[src/rtl/fetch_queue_if.sv]
// rtl/fetch_queue_if.sv - fetch-to-decode handshake carrying {instr, pc}.
interface fetch_queue_if #(
  parameter int WIDTH  = 15,
  parameter int ADDR_W = 15
);
  logic              out_valid;
  logic              out_ready;
  logic [WIDTH-1:0]  out_instr;
  logic [ADDR_W-1:0] out_pc;

  modport master (output out_valid, output out_instr, output out_pc, input out_ready);
  modport slave  (input out_valid, input out_instr, input out_pc, output out_ready);
endinterface

[src/rtl/fetch_queue.sv]
// rtl/fetch_queue.sv - issue PC, one-deep ROM request tracker and prefetch FIFO.
// FETCH_PERF_EN adds a saturating decode-bubble counter; otherwise bubble_count is 0.
module fetch_queue #(
  parameter int                WIDTH    = 15,
  parameter int                ADDR_W   = 15,
  parameter int                DEPTH    = 4,
  parameter logic [ADDR_W-1:0] RESET_PC = ADDR_W'('o4000)
) (
  input  logic                   clock,
  input  logic                   reset,
  input  logic                   fetch_en,
  output logic [ADDR_W-1:0]      ROM_address,
  input  logic [WIDTH-1:0]       ROM_read_data,
  input  logic                   redirect,
  input  logic [ADDR_W-1:0]      redirect_pc,
  fetch_queue_if.master          dec,
  output logic [$clog2(DEPTH):0] count,
  output logic [31:0]            bubble_count
);
  localparam int PTR_W = $clog2(DEPTH);
  localparam int CNT_W = PTR_W + 1;

  logic [ADDR_W-1:0]       issue_pc_q, issue_pc_d;
  logic [ADDR_W-1:0]       inflight_pc_q, inflight_pc_d;
  logic                    inflight_q, inflight_d;
  logic [PTR_W-1:0]        wr_ptr_q, wr_ptr_d, rd_ptr_q, rd_ptr_d;
  logic [CNT_W-1:0]        count_q, count_d;
  logic [WIDTH+ADDR_W-1:0] mem_q [DEPTH];
  logic [WIDTH+ADDR_W-1:0] head;
  logic [CNT_W:0]          occ;
  logic                    push, pop, issue;

  assign push = inflight_q;
  assign pop  = dec.out_valid & dec.out_ready;
  // Credit counts the in-flight word so the ROM never returns data the FIFO cannot hold.
  assign occ   = {1'b0, count_q} + (CNT_W+1)'(inflight_q) - (CNT_W+1)'(pop);
  assign issue = fetch_en & ~redirect & (occ < (CNT_W+1)'(DEPTH));

  always_comb begin
    issue_pc_d    = issue_pc_q;
    inflight_d    = issue;
    inflight_pc_d = issue ? issue_pc_q : inflight_pc_q;
    wr_ptr_d      = wr_ptr_q;
    rd_ptr_d      = rd_ptr_q;
    count_d       = count_q;
    if (redirect) begin
      issue_pc_d = redirect_pc;
      wr_ptr_d   = '0;
      rd_ptr_d   = '0;
      count_d    = '0;
    end else begin
      if (issue) issue_pc_d = issue_pc_q + ADDR_W'(1);
      if (push)  wr_ptr_d   = wr_ptr_q + PTR_W'(1);
      if (pop)   rd_ptr_d   = rd_ptr_q + PTR_W'(1);
      count_d = count_q + CNT_W'(push) - CNT_W'(pop);
    end
  end

  always_ff @(posedge clock) begin
    if (reset) begin
      issue_pc_q    <= RESET_PC;
      inflight_q    <= 1'b0;
      inflight_pc_q <= '0;
      wr_ptr_q      <= '0;
      rd_ptr_q      <= '0;
      count_q       <= '0;
    end else begin
      issue_pc_q    <= issue_pc_d;
      inflight_q    <= inflight_d;
      inflight_pc_q <= inflight_pc_d;
      wr_ptr_q      <= wr_ptr_d;
      rd_ptr_q      <= rd_ptr_d;
      count_q       <= count_d;
      if (!redirect) assert (!(push && !pop && count_q == CNT_W'(DEPTH)));
    end
  end

  always_ff @(posedge clock) begin
    if (!reset && !redirect && push) mem_q[wr_ptr_q] <= {ROM_read_data, inflight_pc_q};
  end

  assign head          = mem_q[rd_ptr_q];
  assign dec.out_valid = (count_q != '0);
  assign dec.out_instr = dec.out_valid ? head[WIDTH+ADDR_W-1:ADDR_W] : '0;
  assign dec.out_pc    = dec.out_valid ? head[ADDR_W-1:0] : '0;
  assign ROM_address   = issue_pc_q;
  assign count         = count_q;

`ifdef FETCH_PERF_EN
  logic [31:0] bubble_q;
  always_ff @(posedge clock) begin
    if (reset) bubble_q <= '0;
    else if (dec.out_ready && !dec.out_valid && !redirect && bubble_q != '1)
      bubble_q <= bubble_q + 32'd1;
  end
  assign bubble_count = bubble_q;
`else
  assign bubble_count = '0;
`endif
endmodule

[src/flat_wrapper.sv]
// flat-port wrapper written by rule: the top's interface ports become plain ports
module fetch_queue_flat 
#(
  parameter int                WIDTH    = 15,
  parameter int                ADDR_W   = 15,
  parameter int                DEPTH    = 4,
  parameter logic [ADDR_W-1:0] RESET_PC = ADDR_W'('o4000)
)
  (clock, reset, fetch_en, ROM_address, ROM_read_data, redirect, redirect_pc, count, bubble_count, dec_out_valid, dec_out_instr, dec_out_pc, dec_out_ready);
  fetch_queue_if #(.WIDTH(WIDTH), .ADDR_W(ADDR_W)) dec_i ();
  input  logic clock;
  input  logic reset;
  input  logic fetch_en;
  output logic [ADDR_W-1:0] ROM_address;
  input  logic [WIDTH-1:0] ROM_read_data;
  input  logic redirect;
  input  logic [ADDR_W-1:0] redirect_pc;
  output logic [$clog2(DEPTH):0] count;
  output logic [31:0] bubble_count;
  output wire logic [$bits(dec_i.out_valid)-1:0] dec_out_valid;
  output wire logic [$bits(dec_i.out_instr)-1:0] dec_out_instr;
  output wire logic [$bits(dec_i.out_pc)-1:0] dec_out_pc;
  input wire logic [$bits(dec_i.out_ready)-1:0] dec_out_ready;
  assign dec_out_valid = dec_i.out_valid;
  assign dec_out_instr = dec_i.out_instr;
  assign dec_out_pc = dec_i.out_pc;
  assign dec_i.out_ready = dec_out_ready;
  fetch_queue #(.WIDTH(WIDTH), .ADDR_W(ADDR_W), .DEPTH(DEPTH), .RESET_PC(RESET_PC)) u_core (.clock(clock), .reset(reset), .fetch_en(fetch_en), .ROM_address(ROM_address), .ROM_read_data(ROM_read_data), .redirect(redirect), .redirect_pc(redirect_pc), .dec(dec_i), .count(count), .bubble_count(bubble_count));
endmodule
[config.mk]
export PLATFORM = sky130hd
export DESIGN_NAME = fetch_queue_flat
export DESIGN_NICKNAME = d
export VERILOG_FILES = /design/src/rtl/fetch_queue_if.sv /design/src/rtl/fetch_queue.sv /design/src/flat_wrapper.sv
export SDC_FILE = /design/constraint.sdc
export NUM_CORES = 1
export LEC_CHECK = 0
export CAP_MARGIN = 5
export CORE_UTILIZATION = 53
export DETAILED_ROUTE_END_ITERATION = 16
export PLACE_DENSITY = 0.9
export REMOVE_ABC_BUFFERS = 1
export SETUP_SLACK_MARGIN = 0.15
export SLEW_MARGIN = 20
export SYNTH_ARGS = -nofsm -noshare
export SYNTH_HDL_FRONTEND = slang
export SYNTH_SLANG_ARGS = --single-unit
[constraint.sdc]
create_clock -name clock -period 3.6 [get_ports clock]
set_input_delay 0.54 -clock clock [delete_from_list [all_inputs] [get_ports clock]]
set_output_delay 0.54 -clock clock [all_outputs]
set_load 0.02 [all_outputs]
Word level (Yosys, flattened, before mapping):

Memory sizes are Yosys's and may differ from the RTL's. A register that Yosys moved wholly into a read port is not among the register bits.
Index checks and enable logic that the tools add are counted.

* add/subtract/negate cells: 7
* bitwise logic cells: 4
* order comparisons: 1
* mux-type cells: 8
* reduce and logical (&&, ||, !) cells: 7

Operators with widths (count)
* $mux 15: 4
* $add 15x1->15 const B: 1
* $add 2x1->2 const B: 2
* $add 3x1->4: 1
* $lt 4x3->1 const B: 1
* $mux 2: 2
* $sub 4x1->4: 1
* $add 3x1->3: 1
* $and 1x1->1: 3
* $reduce_bool 3->1: 1
* $sub 3x1->3: 1
* $logic_and 1x1->1: 2
* $logic_not 1->1: 2
* $mux 1: 2
* $reduce_bool 2->1: 1
* $reduce_or 2->1: 1
* $not 1->1: 1

* logic and storage cells: 34
* bits in registers: 38
* bits of input ports: 35
* memory bits (writable): 120
* memories kept: 1

Memories
* u_core.mem_q: depth 4, bits a word 30, rd ports 1, clocked after memory_dff 1, wr ports 1, RTL line fetch_queue.sv:28 `logic [WIDTH+ADDR_W-1:0] mem_q [DEPTH];`

Longest topological paths before layout:

* depth after elaboration: 7
* depth in mapped cells: 13

Least setup slack after synthesis:

Ideal clock, no wire load.

* kind: register -> register
* start point: register u_core.count_q[2] (netlist: u_core.count[2])
* end point: register u_core.issue_pc_q[2] (netlist: u_core.ROM_address[2])
* arrival: 3.085 ns
* cell stages (with the launch flop): 13
* path buffers: 1
* setup time: 0.103 ns
* clock period less this slack: 3.188 ns
* slack: 0.412 ns
* required time: 3.497 ns
* cell sequence: dfxtp_1 or3_1 and2_1 ha_1 inv_1 ha_1 inv_1 fa_1 xor2_2 and4b_1 buf_4 o2111a_1 a2111oi_2

* longest elaborated chain between the ends: 6
* elaborated cells between the ends (all ways): 7
* classes of those cells: add/sub (2); order compare (1); bitwise (2); reduce/logical (2)

Ends and longest elaborated chain
* start, declared: RTL line fetch_queue.sv:27 `logic [CNT_W-1:0] count_q, count_d;`
* start signal, assigned: RTL line fetch_queue.sv:73 `count_q <= count_d;`
* $reduce_bool 3->1: RTL line fetch_queue.sv:83 `assign dec.out_valid = (count_q != '0);`
* $and 1x1->1: RTL line fetch_queue.sv:34 `assign pop = dec.out_valid & dec.out_ready;`
* named net u_core.pop: RTL line fetch_queue.sv:31 `logic push, pop, issue;`
* $sub 4x1->4: RTL line fetch_queue.sv:36 `assign occ = {1'b0, count_q} + (CNT_W+1)'(inflight_q) - (CNT_W+1)'(pop);`
* $lt 4x3->1: RTL line fetch_queue.sv:37 `assign issue = fetch_en & ~redirect & (occ < (CNT_W+1)'(DEPTH));`
* $and 1x1->1: RTL line fetch_queue.sv:37
* $reduce_bool 2->1 (no source line)
* end signal, assigned: RTL line fetch_queue.sv:68 `issue_pc_q <= issue_pc_d;`
* end, declared: RTL line fetch_queue.sv:23 `logic [ADDR_W-1:0] issue_pc_q, issue_pc_d;`

The timed path passes the listed nets, and every way through them passes these cells.
A chain may end at the register's enable or synchronous reset.

Final worst setup path:

* start point: register u_core.count_q[1] (netlist: u_core.count[1])
* end point: register u_core.issue_pc_q[2] (netlist: u_core.ROM_address[2])

Same word-level chain as after synthesis.

==> reports/results.tsv <==
stage	metric	value	unit
run_status	run_status	complete, no violations	
routing	drc	0	
timing	fin_crit	3230	ps
setup_path	startpoint_type	flop	
clock_network	path_clk_slew	60	ps
clock_network	cts_root_buf	clkbuf_16	
clock_network	clockBufferDepth	2	
power_and_ir_drop	leakage	2.84	nW
synthesis	synth_cells	488	
synthesis	postSynthRegisterBits	160	
timing	setup_viol	0	
clock_network	cts.htree.levels	4	
routing	routed_wl	14500	um
cells_and_area	syn_to_final_growth	21.3	%
global_route	grt-ovfl-total	0	
routing	drt_iter0_markers	449	
synthesis	synth_edf_count	120	
power_and_ir_drop	power	0.00432	W
synthesis	synth_ff_type	edfxtp_1	
setup_path	arrival	3530	ps
cells_and_area	nets	617	
synthesis	ys_warn_count	0	
hold_path	hold_path_depth	0	
timing	rsz0062_at_grt	false	
place	place_hpwl	9030	um
floorplan	fp-row-count	41	
power_and_ir_drop	p_sw	0.00100	W
floorplan	start_util	55.3	%
timing	tightestPinTransition	920	ps
routing	firstDrtPassIters	5	
floorplan	core-area	12800	um^2
floorplan	die_x	118	um
timing	layout_setup_ws	370	ps
clock_network	clkSinkCount	160	
timing	hold_violations	0	
synthesis	async_flop_share	0	%
setup_path	worstPathRequired	3900	ps
routing	avgViaCountPerCell	5.88	
setup_path	rr_worst_depth	12	
timing	fin_crit_sh	89.7	%
power_and_ir_drop	power_frac_clock	41.7	%
hold_path	min_path_type	flop to flop	
timing	drv_slew	0	
power_and_ir_drop	pwr-share-comb	10.8	%
place	port_buffers	83	
timing	max_slew_margin	38.6	%
power_and_ir_drop	seqPwrFrac	47.5	%
cells_and_area	antenna_cells	0	
synthesis	synth-seq-area-share	62.1	%
routing	routedWlPerCell	19.2	um
global_route	grt_pass1_wl	22800	um
power_and_ir_drop	swShare	23.2	%
power_and_ir_drop	p_per_area	503	nW/um^2
clock_network	cts_made_buffers	17	
floorplan	dieArea	13800	um^2
synthesis	synth.area.top_cells	edfxtp_1 (51%), dfxtp_1 (11%), mux4_2 (9.5%), buf_4 (3.6%), and2_1 (2.9%)	
power_and_ir_drop	max-vdd-ir-drop	0.349	mV
setup_path	end_kind	flop	
clock_network	insertion_delay	410	ps
cells_and_area	drive_above_1_share	15.6	%
synthesis	synth.distinct_cells	52	
place	gp_congestion	0.819	
routing	ant_nets	0	
place	pre_cts_slack	88.8	ps
global_route	antenna_found_initial	0	
floorplan	die_height	118	um
cells_and_area	num-fill-cells	866	
timing	fin_skew	13.1	ps
global_route	grt_usage	21.7	%
synthesis	syn_area_per_cell	14.5	um^2
global_route	grt_max_degree	40	
synthesis	netlist.area_leader.share	50.8	%
synthesis	synth_top_area_cell	edfxtp_1	
global_route	grt_pass1_vias	4397	
routing	via_count	4452	
setup_path	cp_max_fo	38	
floorplan	pin_count	116	
clock_network	cts_tree	done	
power_and_ir_drop	p_int	0.00332	W
timing	fmax	310	MHz
synthesis	netlist_area	7090	um^2
flow_run	cap_viol_max_count	0	
setup_path	crit_type	flop to flop	
## registers in the layout, indices dropped and copies added, names as in the netlist, named ones only
name / cells
u_core.ROM_address: 15
u_core.wr_ptr_q: 2
u_core.count: 3
u_core.mem_q: 120
u_core.inflight_q: 1
u_core.inflight_pc_q: 15
u_core.rd_ptr_q: 2
## worst max-delay path, stage by stage (launching register included)
cell and delay [ps]:
dfxtp_1 360, or3_1 350, and2_1 200, ha_1 270, inv_1 50, ha_1 180, inv_1 60, fa_1 410
xor2_2 220, and4b_1 240, buf_12 170, o2111a_1 250, a2111oi_2 330
## synthesized netlist by cell type (all sizes together), types with 2 or more instances
master	count
edfxtp	120
buf	45
dfxtp	40
and2	33
mux4	30
nor2	27
clkbuf	20
a21oi	19
o211ai	19
o41ai	18
inv	12
and3	10
nor3	10
o21ai	10
ha	9
nand2	8
nand3	7
o2111a	7
a2111oi	6
nand3b	3
nand4	3
nor3b	3
o2111ai	3
a311oi	2
and4	2
o211a	2
or2	2
xnor2	2
xor2	2
## path summary, 6_finish.rpt
| path | end | startpoint | slack (ps) |
|---|---|---|---|
| worst min-delay path | u_core.mem_q[0][12]$_DFFE_PP_ | u_core.inflight_pc_q[12]$_SDFFE_PP0P_ | 510 |
| worst min register to register | u_core.mem_q[0][12]$_DFFE_PP_ | u_core.inflight_pc_q[12]$_SDFFE_PP0P_ | 510 |
| worst max register to register | u_core.ROM_address[2]$_SDFFE_PP0P_ | u_core.count[1]$_SDFF_PP0_ | 370 |
| worst max-delay path | u_core.ROM_address[2]$_SDFFE_PP0P_ | u_core.count[1]$_SDFF_PP0_ | 370 |
## placed cells by master (no fill, tap or decap), types with 3 or more instances in the layout
cell / instances
nand4_1: 3
a2111oi_2: 6
and3_1: 9
o41ai_1: 18
nand3_1: 7
o21ai_1: 3
mux4_2: 30
o21ai_0: 7
ha_1: 9
nor3_1: 9
clkinv_4: 4
conb_1: 32
clkbuf_16: 17
o2111ai_1: 3
dfxtp_1: 39
o211ai_1: 19
buf_4: 14
nand3b_1: 3
edfxtp_1: 120
nor3b_1: 3
clkdlybuf4s50_1: 83
a21oi_1: 18
o2111a_1: 6
nor2_1: 27
inv_1: 11
and2_1: 33
clkinvlp_4: 3
bufinv_16: 3
nand2_1: 7
## layout make-up
class	count	area, um^2	area share (%)
flip-flops and latches	160	4410	51.2
multi-input cells	282	2350	27.3
repair buffers	99	976	11.3
clock buffers	20	447	5.19
well taps	172	215	2.50
clock inverters	12	160	1.86
inverters	12	45.0	0.524
## repair_timing
action | in CTS | in global routing
hold buffers | 0 | 0
resized for setup | 0 | 1
endpoints found under the setup margin | 0 | 1
setup buffers | 0 | 0
## layer usage
| metal | part of all wire, % | global-route usage [%] | vias up |
|---|---|---|---|
| met3 | 6.2 | 4.55 | 23 |
| met1 | 39 | 26.1 | 2193 |
| met2 | 53 | 38.5 | 221 |
| met4 | 1.4 | 7.37 | 0 |
| li1 | - | - | 2015 |
| met5 | 0 | 0 | - |
## logic make-up after synthesis
| family | count (synthesis) | share of synthesized area, % |
|---|---|---|
| AND/OR/NAND/NOR | 112 | 8.86 |
| adder cells (fa/ha/maj) | 10 | 1.87 |
| AO/OA/AOI/OAI | 93 | 10.5 |
| multiplexers | 31 | 9.68 |
| other | 1 | 0.0529 |
| flip-flops | 160 | 62.1 |
| XOR/XNOR | 4 | 0.600 |
| buffers and inverters | 77 | 6.34 |
## per-stage QoR
stage / hold WS [ps] / instance area [um^2] / std cells / utilization, % / TNS [ps]
after detailed placement: 496 / 7990 / 725 / 62.3 / 0
after floorplan: 460 / 6800 / 454 / - / -5860
after global routing: 529 / 8600 / 757 / 67.1 / 0
final: 508 / 8600 / 757 / 67.1 / 0
after global placement: 480 / 7990 / 725 / 62.3 / 0
after CTS: 513 / 8600 / 757 / 67.0 / 0
## power by group through the flow
stage               Clock [W]  Sequential, W  Combinational, W
floorplan                   0        0.00210          0.000229
global placement            0        0.00209          0.000447
detailed placement          0        0.00209          0.000463
CTS                   0.00182        0.00205          0.000467
global route          0.00190        0.00206          0.000497
finish                0.00180        0.00205          0.000467
Note: power is estimated with default switching activity, not from simulation.
